===== src/rtl/wv_sequencer.sv =====
`default_nettype none
// ============================================================================
// wv_sequencer : write-verify loop for one 1T1R cell (verify read, SET/RESET pulse)
// Revision     : 1.0
// ============================================================================
module wv_sequencer #(
    parameter int ADC_W       = 16,
    parameter int ITER_W      = 8,
    parameter int SETTLE_CYC  = 50,
    parameter int TIMEOUT_CYC = 300000,
    parameter int W_MAX       = 63
) (
    input  logic              clk_in,
    input  logic              rstn,
    input  logic              go,
    input  logic              abort,
    input  logic [ADC_W-1:0]  target,
    input  logic [ADC_W-1:0]  tol,
    input  logic [ITER_W-1:0] max_iter,
    input  logic [5:0]        w_init,
    input  logic [5:0]        w_step,
    output logic [2:0]        pcb_mode,
    output logic [7:0]        pulse_dw,
    output logic              adc_start,
    input  logic              adc_finish,
    input  logic [ADC_W-1:0]  adc_data,
    output logic              pls_start,
    input  logic              pls_finish,
    output logic              busy,
    output logic              done,
    output logic [1:0]        status,
    output logic [ITER_W-1:0] iter_cnt,
    output logic [ADC_W-1:0]  last_adc
);

    localparam int CNT_MAX = (SETTLE_CYC > TIMEOUT_CYC) ? SETTLE_CYC : TIMEOUT_CYC;
    localparam int CNT_W   = $clog2(CNT_MAX + 1);
    localparam logic [CNT_W-1:0] SETTLE_LAST  = CNT_W'(SETTLE_CYC - 1);
    localparam logic [CNT_W-1:0] TIMEOUT_LAST = CNT_W'(TIMEOUT_CYC - 1);
    localparam logic [6:0]       WMAX7        = 7'(W_MAX);

    typedef enum logic [3:0] {
        S_IDLE, S_SET_R, S_RD_REQ, S_RD_WAIT, S_EVAL,
        S_SET_W, S_PL_REQ, S_PL_WAIT, S_END
    } state_t;

    state_t            state;
    logic [CNT_W-1:0]  cnt;
    logic [ADC_W-1:0]  target_q, tol_q;
    logic [ITER_W-1:0] max_iter_q;
    logic [5:0]        w_init_q, w_step_q, width_q;
    logic [1:0]        prev_pol;
    logic              abort_seen;

    logic [ADC_W:0]    lo_diff, hi_sum;
    logic [ADC_W-1:0]  lo, hi;
    logic              in_win;
    logic [1:0]        nxt_pol;
    logic [6:0]        w_sum;
    logic [5:0]        nxt_width;

    always_comb begin
        lo_diff   = {1'b0, target_q} - {1'b0, tol_q};
        hi_sum    = {1'b0, target_q} + {1'b0, tol_q};
        lo        = lo_diff[ADC_W] ? '0 : lo_diff[ADC_W-1:0];
        hi        = hi_sum[ADC_W]  ? '1 : hi_sum[ADC_W-1:0];
        in_win    = (last_adc >= lo) && (last_adc <= hi);
        nxt_pol   = (last_adc < lo) ? 2'd1 : 2'd2;
        w_sum     = {1'b0, width_q} + {1'b0, w_step_q};
        // Same polarity as last pulse grows the width; any change restarts it.
        if (nxt_pol == prev_pol)
            nxt_width = (w_sum > WMAX7) ? WMAX7[5:0] : w_sum[5:0];
        else
            nxt_width = w_init_q;
    end

    task automatic finish_run(input logic [1:0] st);
        state    <= S_END;
        status   <= st;
        busy     <= 1'b0;
        done     <= 1'b1;
        pcb_mode <= 3'd0;
        pulse_dw <= 8'd0;
    endtask

    always_ff @(posedge clk_in or negedge rstn) begin
        if (!rstn) begin
            state      <= S_IDLE;
            cnt        <= '0;
            target_q   <= '0;
            tol_q      <= '0;
            max_iter_q <= '0;
            w_init_q   <= '0;
            w_step_q   <= '0;
            width_q    <= '0;
            prev_pol   <= '0;
            abort_seen <= 1'b0;
            pcb_mode   <= 3'd0;
            pulse_dw   <= 8'd0;
            adc_start  <= 1'b0;
            pls_start  <= 1'b0;
            busy       <= 1'b0;
            done       <= 1'b0;
            status     <= 2'd0;
            iter_cnt   <= '0;
            last_adc   <= '0;
        end else begin
            done <= 1'b0;
            unique case (state)
                S_IDLE: if (go) begin
                    target_q   <= target;
                    tol_q      <= tol;
                    max_iter_q <= max_iter;
                    w_init_q   <= w_init;
                    w_step_q   <= w_step;
                    width_q    <= '0;
                    prev_pol   <= '0;
                    abort_seen <= 1'b0;
                    iter_cnt   <= '0;
                    status     <= 2'd0;
                    busy       <= 1'b1;
                    cnt        <= '0;
                    state      <= S_SET_R;
                end
                S_SET_R: begin
                    if (abort) finish_run(2'd3);
                    else if (cnt == SETTLE_LAST) begin
                        cnt   <= '0;
                        state <= S_RD_REQ;
                    end else cnt <= cnt + 1'b1;
                end
                S_RD_REQ: begin
                    adc_start <= ~adc_start;
                    cnt       <= '0;
                    state     <= S_RD_WAIT;
                end
                S_RD_WAIT: begin
                    // The request is never cancelled; abort is remembered for later.
                    if (abort) abort_seen <= 1'b1;
                    if (adc_finish == adc_start) begin
                        last_adc <= adc_data;
                        state    <= S_EVAL;
                    end else if (cnt == TIMEOUT_LAST) finish_run(2'd2);
                    else cnt <= cnt + 1'b1;
                end
                S_EVAL: begin
                    if (abort || abort_seen)  finish_run(2'd3);
                    else if (in_win)          finish_run(2'd0);
                    else if (iter_cnt == max_iter_q) finish_run(2'd1);
                    else begin
                        prev_pol <= nxt_pol;
                        width_q  <= nxt_width;
                        pulse_dw <= {nxt_pol, nxt_width};
                        pcb_mode <= 3'd1;
                        cnt      <= '0;
                        state    <= S_SET_W;
                    end
                end
                S_SET_W: begin
                    if (abort) finish_run(2'd3);
                    else if (cnt == SETTLE_LAST) begin
                        cnt   <= '0;
                        state <= S_PL_REQ;
                    end else cnt <= cnt + 1'b1;
                end
                S_PL_REQ: begin
                    pls_start <= ~pls_start;
                    if (iter_cnt != '1) iter_cnt <= iter_cnt + 1'b1;
                    cnt   <= '0;
                    state <= S_PL_WAIT;
                end
                S_PL_WAIT: begin
                    if (abort) abort_seen <= 1'b1;
                    if (pls_finish == pls_start) begin
                        if (abort || abort_seen) finish_run(2'd3);
                        else begin
                            pcb_mode      <= 3'd0;
                            pulse_dw[7:6] <= 2'd0;
                            cnt           <= '0;
                            state         <= S_SET_R;
                        end
                    end else if (cnt == TIMEOUT_LAST) finish_run(2'd2);
                    else cnt <= cnt + 1'b1;
                end
                S_END:   state <= S_IDLE;
                default: state <= S_IDLE;
            endcase
        end
    end

endmodule
`default_nettype wire


===== config.mk =====
export PLATFORM = sky130hd
export DESIGN_NAME = wv_sequencer
export DESIGN_NICKNAME = d
export VERILOG_FILES = /design/src/rtl/wv_sequencer.sv
export SDC_FILE = /design/constraint.sdc
export NUM_CORES = 1
export LEC_CHECK = 0
export BUFFER_PORTS_ARGS = -buffer_cell sky130_fd_sc_hd__buf_2
export CORE_AREA = 2 2 157 113
export DETAILED_ROUTE_END_ITERATION = 10
export DIE_AREA = 0 0 159 115
export GPL_TIMING_DRIVEN = 0
export PLACE_DENSITY_LB_ADDON = 0.08
export SLEW_MARGIN = 0
export SYNTH_ARGS = -nofsm -noshare
export SYNTH_HDL_FRONTEND = slang
export SYNTH_SLANG_ARGS = --single-unit

===== constraint.sdc =====
create_clock -name clk_in -period 5.85 [get_ports clk_in]
set_input_delay 0.585 -clock clk_in [delete_from_list [all_inputs] [get_ports clk_in]]
set_output_delay 0.585 -clock clk_in [all_outputs]
set_load 0.05 [all_outputs]

# Word level (Yosys, flattened, before mapping)

Index checks and enable logic that the tools add are counted.

Flip-flop bits (word level): 125
Input port bits: 74
Output and inout bits: 41
Word-level logic and storage cells: 171

Add/subtract/negate cells: 5
Magnitude comparators: 4
Equality and inequality tests: 28
Muxes and demuxes: 90
Bitwise logic cells: 2
Reduce and logical (&&, ||, !) cells: 22

Operator list:

| operator                                              | number |
|---|---|
| 2-to-1 mux 19 bit                                     | 10 |
| one-hot mux 19 bit (6 select lines)                   | 1 |
| 2-to-1 mux 8 bit                                      | 9 |
| 2-to-1 mux 4 bit                                      | 12 |
| 2-to-1 mux 6 bit                                      | 7 |
| 2-to-1 mux 16 bit                                     | 2 |
| one-hot mux 4 bit (8 select lines)                    | 1 |
| one-hot mux 8 bit (4 select lines)                    | 1 |
| 2-to-1 mux 2 bit                                      | 13 |
| 2-to-1 mux 1 bit                                      | 22 |
| adder 19 x 1 -> 19 bit (second input constant)        | 1 |
| equality test 19 bit (second input constant)          | 1 |
| equality test 19 x 6 -> 1 bit (second input constant) | 1 |
| adder 16 x 16 -> 17 bit                               | 1 |
| subtractor 16 x 16 -> 17 bit                          | 1 |
| equality test 4 x 3 -> 1 bit (second input constant)  | 4 |
| greater-or-equal comparator 16 bit                    | 1 |
| <= comparator 16 bit                                  | 1 |
| < comparator 16 bit                                   | 1 |
| one-hot mux 8 bit (2 select lines)                    | 1 |
| != test 2 bit (second input constant)                 | 7 |
| 2-to-1 mux 3 bit                                      | 4 |
| != test 3 bit (second input constant)                 | 4 |
| one-hot mux 3 bit (4 select lines)                    | 1 |
| 32 further kinds                                      | 44 |

# Logic depth before layout (Yosys ltp)

Gate-level depths: netlist (run 1).

Depth after elaboration: 10
Mapped depth: 22
Depth with buffers taken out: 18

# Least setup slack after synthesis (run 1)

OpenSTA, ideal clock, no wires.

Kind: register to register
Start point: register tol_q[0]
End point: register prev_pol[0]
Setup time: 0.125 ns
Arrival time: 4.815 ns
Required time: 5.725 ns
Path slack: 0.910 ns
Stages on the path, launching flop included: 19
Buffers on the path: 1
Clock period less this slack: 4.940 ns
Cell sequence: dfrtp_1 > ha_1 > fa_1 > nor2b_1 > or3_1 > a2111o_1 > a311oi_4 > o2111ai_1 > and3_1 > buf_6 > a31oi_1 > ha_1 > a21o_1 > a21o_1 > a221o_1 > a2111oi_4 > o21ai_2 > o211a_1 > mux2_4

Word-level cells in the longest chain between the ends: 8
Elaborated cells between the ends (all ways): 15
Those cells by class: 2 x add/sub; 3 x order compare; 1 x eq/ne; 7 x mux; 2 x reduce/logical

Ends and longest elaborated chain:

| what                               | line | RTL |
|---|---|---|
| start, declared                    | 49   | `logic [ADC_W-1:0] target_q, tol_q;` |
| start signal, assigned             | 112  | `tol_q <= tol;` |
| subtractor 16 x 16 -> 17 bit       | 63   | `lo_diff = {1'b0, target_q} - {1'b0, tol_q};` |
| 2-to-1 mux 16 bit                  | 65   | `lo = lo_diff[ADC_W] ? '0 : lo_diff[ADC_W-1:0];` |
| < comparator 16 bit                | 68   | `nxt_pol = (last_adc < lo) ? 2'd1 : 2'd2;` |
| 2-to-1 mux 2 bit                   | 68   |  |
| 2-to-1 mux 2 bit                   | 149  | `else if (iter_cnt == max_iter_q) finish_run(2'd1);` |
| 2-to-1 mux 2 bit                   | 148  | `else if (in_win) finish_run(2'd0);` |
| 2-to-1 mux 2 bit                   | 147  | `if (abort \|\| abort_seen) finish_run(2'd3);` |
| one-hot mux 2 bit (2 select lines) | 109  | `unique case (state)` |
| end signal, assigned               | 151  | `prev_pol <= nxt_pol;` |
| end, declared                      | 52   | `logic [1:0] prev_pol;` |

Parallel ways exist; a longest one is shown, timed or not. The select of a mux whose other input is x is not followed.
A chain may end at the register's enable or synchronous reset.

# Worst setup path after layout (run 1)

Same ends and word-level chain as after synthesis.

==> run_results.csv, run 1 <==
group,metric,value,unit
outcome,status,"finished clean",
floorplan,start_util,49.1,%
clocking,cts_setup_buffers,0,
cells_and_area,final_util,58.3,%
sta,hold_ws,0.103,ns
worst_setup_path,crit_path_end,"prev_pol[0]$_DFFE_PN0P_",
worst_setup_path,critPathRequiredTime,6.16,ns
worst_setup_path,cp.arrival,5.86,ns
worst_setup_path,end_kind,"flop",
floorplan,top_level_ports,115,
sta,period_needed,5.56,ns
pwr,leakage,0.00481,uW
logic_synthesis,synth-seq-cells,125,
sta,period_share,95.0,%
logic_synthesis,syn_inst,950,
worst_setup_path,slowest_delay,0.47,ns
drt,first_iter_violations,626,
drt,vias_per_cell,5.52,
drt,drc,0,
sta,finalHoldViolations,0,
placed_design,dpl.hpwl,17000,um
sta,drv_slew,0,
floorplan,die_y,115,um
drt,vias,7325,
placed_design,place_congestion,0.925,
logic_synthesis,ys_warn_count,0,
floorplan,die_x,159,um
clocking,clkTransAtPathRegs,0.07,ns
logic_synthesis,synthDistinctLibCells,77,
grt,grt.total_usage,25.4,%
flow_run,maxCapViolCount,0,
cells_and_area,drive_above_1_share,18.0,%
logic_synthesis,synth_area,8260,um2
sta,setup_tns,0,ns
cells_and_area,fin_nets,1234,
clocking,insertion_delay,0.43,ns
floorplan,dieArea,18300,um2
grt,grt-ovfl-total,0,
clocking,cts_buffer_depth,2,
pwr,vdd_ir_drop_max,0.240,mV
sta,fin_ws,0.295,ns
drt,wire_per_inst,16.8,um
sta,rsz0062_at_grt,"false",
sta,relSlewSlack,49.1,%
clocking,cts_made_buffers,17,
logic_synthesis,avgSynthCellArea,8.69,um2
grt,grt_pass1_vias,6911,
sta,clock_skew,0.0207,ns
worst_setup_path,critical_path.startpoint,"tol_q[0]$_DFFE_PN0P_",
worst_setup_path,crit_type,"flop to flop",
sta,timing.fmax,0.180,GHz
clocking,htreeDepth,4,
cells_and_area,areaGrowthSynthToFinish,18.6,%
logic_synthesis,synthTopCellsByArea,"dfrtp_1 38%, ha_1 11%, nand2_1 8.2%, nor2_1 3.9%, o21ai_0 3.0%",
placed_design,portBuffers,114,
drt,drtAntennaViolNets,0,
sta,setup_viol,0,
worst_setup_path,cp_cell_sequence,"ha_1 -> fa_1 -> nor2b_1 -> or3_1 -> a2111o_1 -> a311oi_4 -> o2111ai_1 -> and3_1 -> buf_6 -> a31oi_2 -> ha_1 -> a21o_1 -> a21o_1 -> a221o_1 -> a2111oi_4 -> o21ai_2 -> o211a_2 -> mux2_4",
logic_synthesis,ys_seq_area_share,37.9,%
logic_synthesis,syn_nets,1100,
clocking,cts_root_buf,"clkbuf_16",
worst_setup_path,r2r_start,"tol_q[0]$_DFFE_PN0P_",
worst_setup_path,worstReg2RegEnd,"prev_pol[0]$_DFFE_PN0P_",
logic_synthesis,synth_edf_count,0,
sta,tightestPinTransition,0.757,ns
clocking,cts_tree,"done",
clocking,clock_sinks,125,
drt,wl,22400,um
worst_setup_path,crit_fanout,8,
pwr,power_density,618,nW/um2
placed_design,dp_slack,0.165,ns
worst_setup_path,reg2reg_depth,18,
grt,antenna_found_initial,0,
worst_setup_path,rrSetupSlack,0.29,ns
worst_setup_path,crit_slowest_cell,"a2111oi_4",
cells_and_area,diodes,0,
floorplan,rows,40,
floorplan,core_area,16800,um2
drt,drt_first_pass_iters,7,
logic_synthesis,yosys.area.top_type,"dfrtp_1",
grt,grt_pass1_wl,36600,um
logic_synthesis,synthFlopType,"dfrtp_1",
worst_hold_path,hold_path_class,"primary input to asynchronous set/reset pin",
grt,grt_max_degree,71,
logic_synthesis,synthArstFlopShare,100,%
worst_setup_path,critPathLaunchType,"flop",
logic_synthesis,synth_top_area_share,37.9,%
-- cell type report --
class                           count  area, um2
Timing Repair Buffer              115        604
Multi-Input combinational cell    742       4800
Clock inverter                     15        193
Inverter                           49        184
Sequential cell                   125       3130
Buffer                             34        171
Tap cell                          231        289
Clock buffer                       17        425
Fill cell                        1588       7020
-- registers in the layout, summed over array words and instances (netlist names) --
signal / flops
pls_start: 1
last_adc: 16
state: 4
abort_seen: 1
w_step_q: 6
max_iter_q: 8
busy: 1
iter_cnt: 8
pcb_mode: 3
adc_start: 1
target_q: 16
cnt: 19
tol_q: 16
width_q: 6
status: 2
w_init_q: 6
prev_pol: 2
pulse_dw: 8
done: 1
-- critical path, delay by kind of cell, from the launching register on --
kind            cells  cell delay (ns)
compound gates     10             2.92
fa+ha+maj           3             0.94
simple gates        3             0.71
flops               1             0.41
mux                 1             0.31
buf+inv             1             0.13
-- kinds of logic (layout without fill, tap and decap cells) --
group,Yosys count,count (layout),synth area share (%)
compound gates,216,216,17.8
xor+xnor,36,36,3.82
fa+ha+maj,76,76,11.8
buf+inv,83,230,4.30
flops,125,125,37.9
mux,20,20,2.76
simple gates,394,394,21.6
-- power by group --
part	switching (uW)	leakage (uW)	internal, uW
registers	207	0.00163	1110
logic	2270	0.00288	1350
clock network	465	0.000302	653
total	2950	0.00481	3110
-- routing by layer --
metal	GRT usage (%)	routed length [um]	vias up
met5	0	0	-
met1	41.4	12200	3434
met2	33.9	8570	238
met3	4.98	1390	19
li1	-	-	3634
met4	5.88	193	0
-- stage by stage --
stage	cell area, um2	power (uW)	cells
6_report	9800	6060	1328
4_1_cts	9770	6010	1328
2_1_floorplan	8260	3940	950
5_1_grt	9800	6600	1328
3_5_place_dp	9150	4860	1296
3_3_place_gp	9120	4810	1295
-- how the worst min path moves through the flow --
| stage | startpoint | endpoint | slack, ns | depth (start not counted) |
|---|---|---|---|---|
| 2_1_floorplan | rstn | abort_seen$_DFFE_PN0P_ | 0.29 | 0 |
| 3_3_place_gp | w_init_q[4]$_DFFE_PN0P_ | w_init_q[4]$_DFFE_PN0P_ | 0.46 | 2 |
| 3_5_place_dp | w_init_q[4]$_DFFE_PN0P_ | w_init_q[4]$_DFFE_PN0P_ | 0.46 | 2 |
| 4_1_cts | rstn | last_adc[6]$_DFFE_PN0P_ | 0.12 | 1 |
| 5_1_grt | rstn | last_adc[6]$_DFFE_PN0P_ | 0.14 | 1 |
| 6_report | rstn | last_adc[6]$_DFFE_PN0P_ | 0.10 | 1 |
-- cell usage in the layout, fill, tap and decap left out, drive strengths merged, types with 10 or more instances in the layout --
master,count
a21oi,48
a31oi,22
buf,127
clkbuf,39
dfrtp,125
ha,73
inv,59
mux2,19
nand2,180
nand3,20
nand4,17
nor2,86
nor2b,15
nor3,15
nor4,10
o21ai,54
xnor2,16
xor2,20
-- synth_stat cells (5+ instances only) --
library cell and instances:
a211oi_1 5, a21o_1 8, a21oi_1 47, a31oi_1 22, and2_1 6, and3_1 8
buf_2 5, clkbuf_1 22, dfrtp_1 125, ha_1 73, inv_1 49, mux2_2 18
nand2_1 180, nand2b_1 9, nand3_1 20, nand4_1 17, nor2_1 86, nor2b_1 15
nor3_1 15, nor4_1 9, o211ai_1 9, o21a_1 9, o21ai_0 50, o21bai_1 5
o221ai_1 5, or2_2 6, or3_1 9, xnor2_1 16, xor2_1 20
-- what timing repair did --
item	in CTS	in global routing
hold buffers	0	0
gates resized for setup	0	7
endpoints found under the setup margin	0	18
No activity file was read; power rests on OpenSTA's default activity.
==> run 2: changes to the inputs <==
RECOVER_POWER = 50   (was default)
==> run 2 against run 1 <==
Against the previous run: the run now ends with capacitance limit, slew limit left; routed wire length is essentially flat; register-to-register slack barely moved; total power fell by 0.24%; combinational power barely moved.
==> run_results.csv, run 2 (same netlist as run 1, synthesis figures left out) <==
group,metric,value,unit
pwr,power_density,620,nW/um2
cells_and_area,largest_reg_flops,19,
worst_setup_path,critPathRequiredTime,6.16,ns
clocking,clkTransAtPathRegs,0.07,ns
sta,period_share,94.9,%
drt,wire_per_inst,16.9,um
sta,period_needed,5.55,ns
pwr,power.share.switching,48.7,%
cells_and_area,areaGrowthSynthToFinish,18.0,%
sta,hold_ws,0.342,ns
cells_and_area,fillers,1602,
placed_design,place_congestion,0.925,
flow_run,maxCapViolCount,2,
floorplan,rows,40,
clocking,cts_tree,"done",
outcome,failed_checks,"capacitance limit, slew limit",
floorplan,start_util,49.1,%
cells_and_area,drive_above_1_share,16.2,%
floorplan,top_level_ports,115,
pwr,power_switching,2950,uW
pwr,clockPowerShare,18.5,%
worst_setup_path,critPathLaunchType,"flop",
clocking,cts_made_buffers,17,
grt,grt_pass1_vias,6911,
drt,wl,22400,um
clocking,htreeDepth,4,
placed_design,dp_slack,0.165,ns
pwr,seqPwrFrac,21.8,%
pwr,power_frac_comb,59.7,%
pwr,vdd_ir_drop_max,0.240,mV
drt,vias_per_cell,5.52,
grt,grt_pass1_wl,36600,um
clocking,clock_sinks,125,
placed_design,placedCellCount,1296,
worst_hold_path,hold_path_class,"primary input to flop",
sta,setup_viol,0,
sta,clock_skew,0.0160,ns
worst_setup_path,end_kind,"flop",
cells_and_area,regMostFlops,"cnt",
floorplan,dieArea,18300,um2
pwr,leakage,0.00472,uW
drt,drtAntennaViolNets,0,
pwr,p_int,3100,uW
floorplan,core_area,16800,um2
sta,relSlewSlack,-99.2,%
sta,finalHoldViolations,0,
placed_design,portBuffers,114,
drt,vias,7327,
floorplan,die_y,115,um
drt,drc,0,
clocking,insertion_delay,0.43,ns
sta,drv_slew,128,
placed_design,dpl.hpwl,17000,um
grt,grt-ovfl-total,0,
cells_and_area,final_cell_count_no_fill,1328,
worst_setup_path,cp.arrival,5.86,ns
drt,drt_first_pass_iters,5,
clocking,holdBufCountCts,0,
grt,grt_max_degree,71,
grt,grt.total_usage,25.4,%
sta,rsz0062_at_grt,"false",
grt,antenna_found_initial,0,
drt,first_iter_violations,611,
clocking,cts_setup_buffers,0,
cells_and_area,diodes,0,
cells_and_area,final_common_cell,"nand2_1",
floorplan,die_x,159,um
clocking,ctsResizeCount,0,
clocking,cts_buffer_depth,2,
cells_and_area,mostFrequentLayoutCells,"180 x nand2_1, 125 x dfrtp_1, 99 x buf_2, 86 x nor2_1, 73 x ha_1",
clocking,cts_root_buf,"clkbuf_16",
worst_setup_path,crit_fanout,8,
outcome,status,"complete, but fails checks",
worst_setup_path,crit_type,"flop to flop",
cells_and_area,fin_nets,1234,
sta,timing.fmax,0.180,GHz
sta,setup_tns,0,ns
sta,tightestPinTransition,2.99,ns
sta,fin_ws,0.296,ns
==> run 2: cell types whose count changed in the layout (fill, tap and decap cells not counted) <==
cell | before | now
buf_16 | 1 | 0
buf_2 | 118 | 99
buf_6 | 4 | 3
clkbuf_1 | 22 | 42
clkbuf_2 | 0 | 1
==> run 2: power by group through the flow <==
stage	Combinational (uW)	Clock (uW)	Sequential [uW]
2_1_floorplan	2470	0	1470
3_3_place_gp	3490	0	1320
3_5_place_dp	3530	0	1330
4_1_cts	3550	1140	1320
5_1_grt	4050	1180	1350
6_report	3610	1120	1320
==> run 2: metrics by stage <==
step,total power (uW),util (%),cell area [um2]
after detailed placement,4860,54.4,9150
final,6050,58.0,9750
after global placement,4810,54.2,9120
after CTS,6010,58.1,9770
after global routing,6590,58.0,9750
after floorplan,3940,-,8260
==> run 2: worst paths after layout <==
| check | from | endpoint | slack, ns | depth (start not counted) |
|---|---|---|---|---|
| min in group asynchronous | rstn | last_adc[6]$_DFFE_PN0P_ | 1.12 | 1 |
| worst min-delay path | max_iter[3] | max_iter_q[3]$_DFFE_PN0P_ | 0.34 | 3 |
| worst max register to register | tol_q[0]$_DFFE_PN0P_ | prev_pol[0]$_DFFE_PN0P_ | 0.30 | 18 |
| max in group asynchronous | rstn | width_q[4]$_DFFE_PN0P_ | 1.79 | 2 |
| worst min register to register | w_init_q[4]$_DFFE_PN0P_ | w_init_q[4]$_DFFE_PN0P_ | 0.48 | 2 |
| worst max-delay path | tol_q[0]$_DFFE_PN0P_ | prev_pol[0]$_DFFE_PN0P_ | 0.30 | 18 |
==> run 2: critical path: stages, from the launching register on <==
cell       delay (ns)
dfrtp_1          0.41
ha_1             0.23
fa_1             0.42
nor2b_1          0.16
or3_1            0.38
a2111o_1         0.44
a311oi_4         0.31
o2111ai_1        0.17
and3_1           0.18
buf_6            0.13
a31oi_2          0.22
ha_1             0.29
a21o_1           0.18
a21o_1           0.16
a221o_1          0.37
a2111oi_4        0.47
o21ai_2          0.21
o211a_2          0.37
mux2_4           0.31
==> run 2: routing by layer <==
metal  up-vias  routed length [um]  part of all wire (%)  GRT usage [%]
met5         -                   0                     0              0
met4         0                 214                  0.96           5.88
met3        20                1400                   6.2           4.98
met2       240                8590                    38           33.9
met1      3430               12200                    54           41.4
li1       3637                   -                     -              -
==> run 2: final cells by class <==
cell class,instances,area [um2],share of cell area (%)
sequential,125,3130,32.1
clock buffer,17,425,4.37
inverter,49,184,1.89
clock inverter,15,193,1.98
tap,231,289,2.97
buffer,34,170,1.75
multi-input combinational,742,4800,49.3
timing repair buffer,115,552,5.66
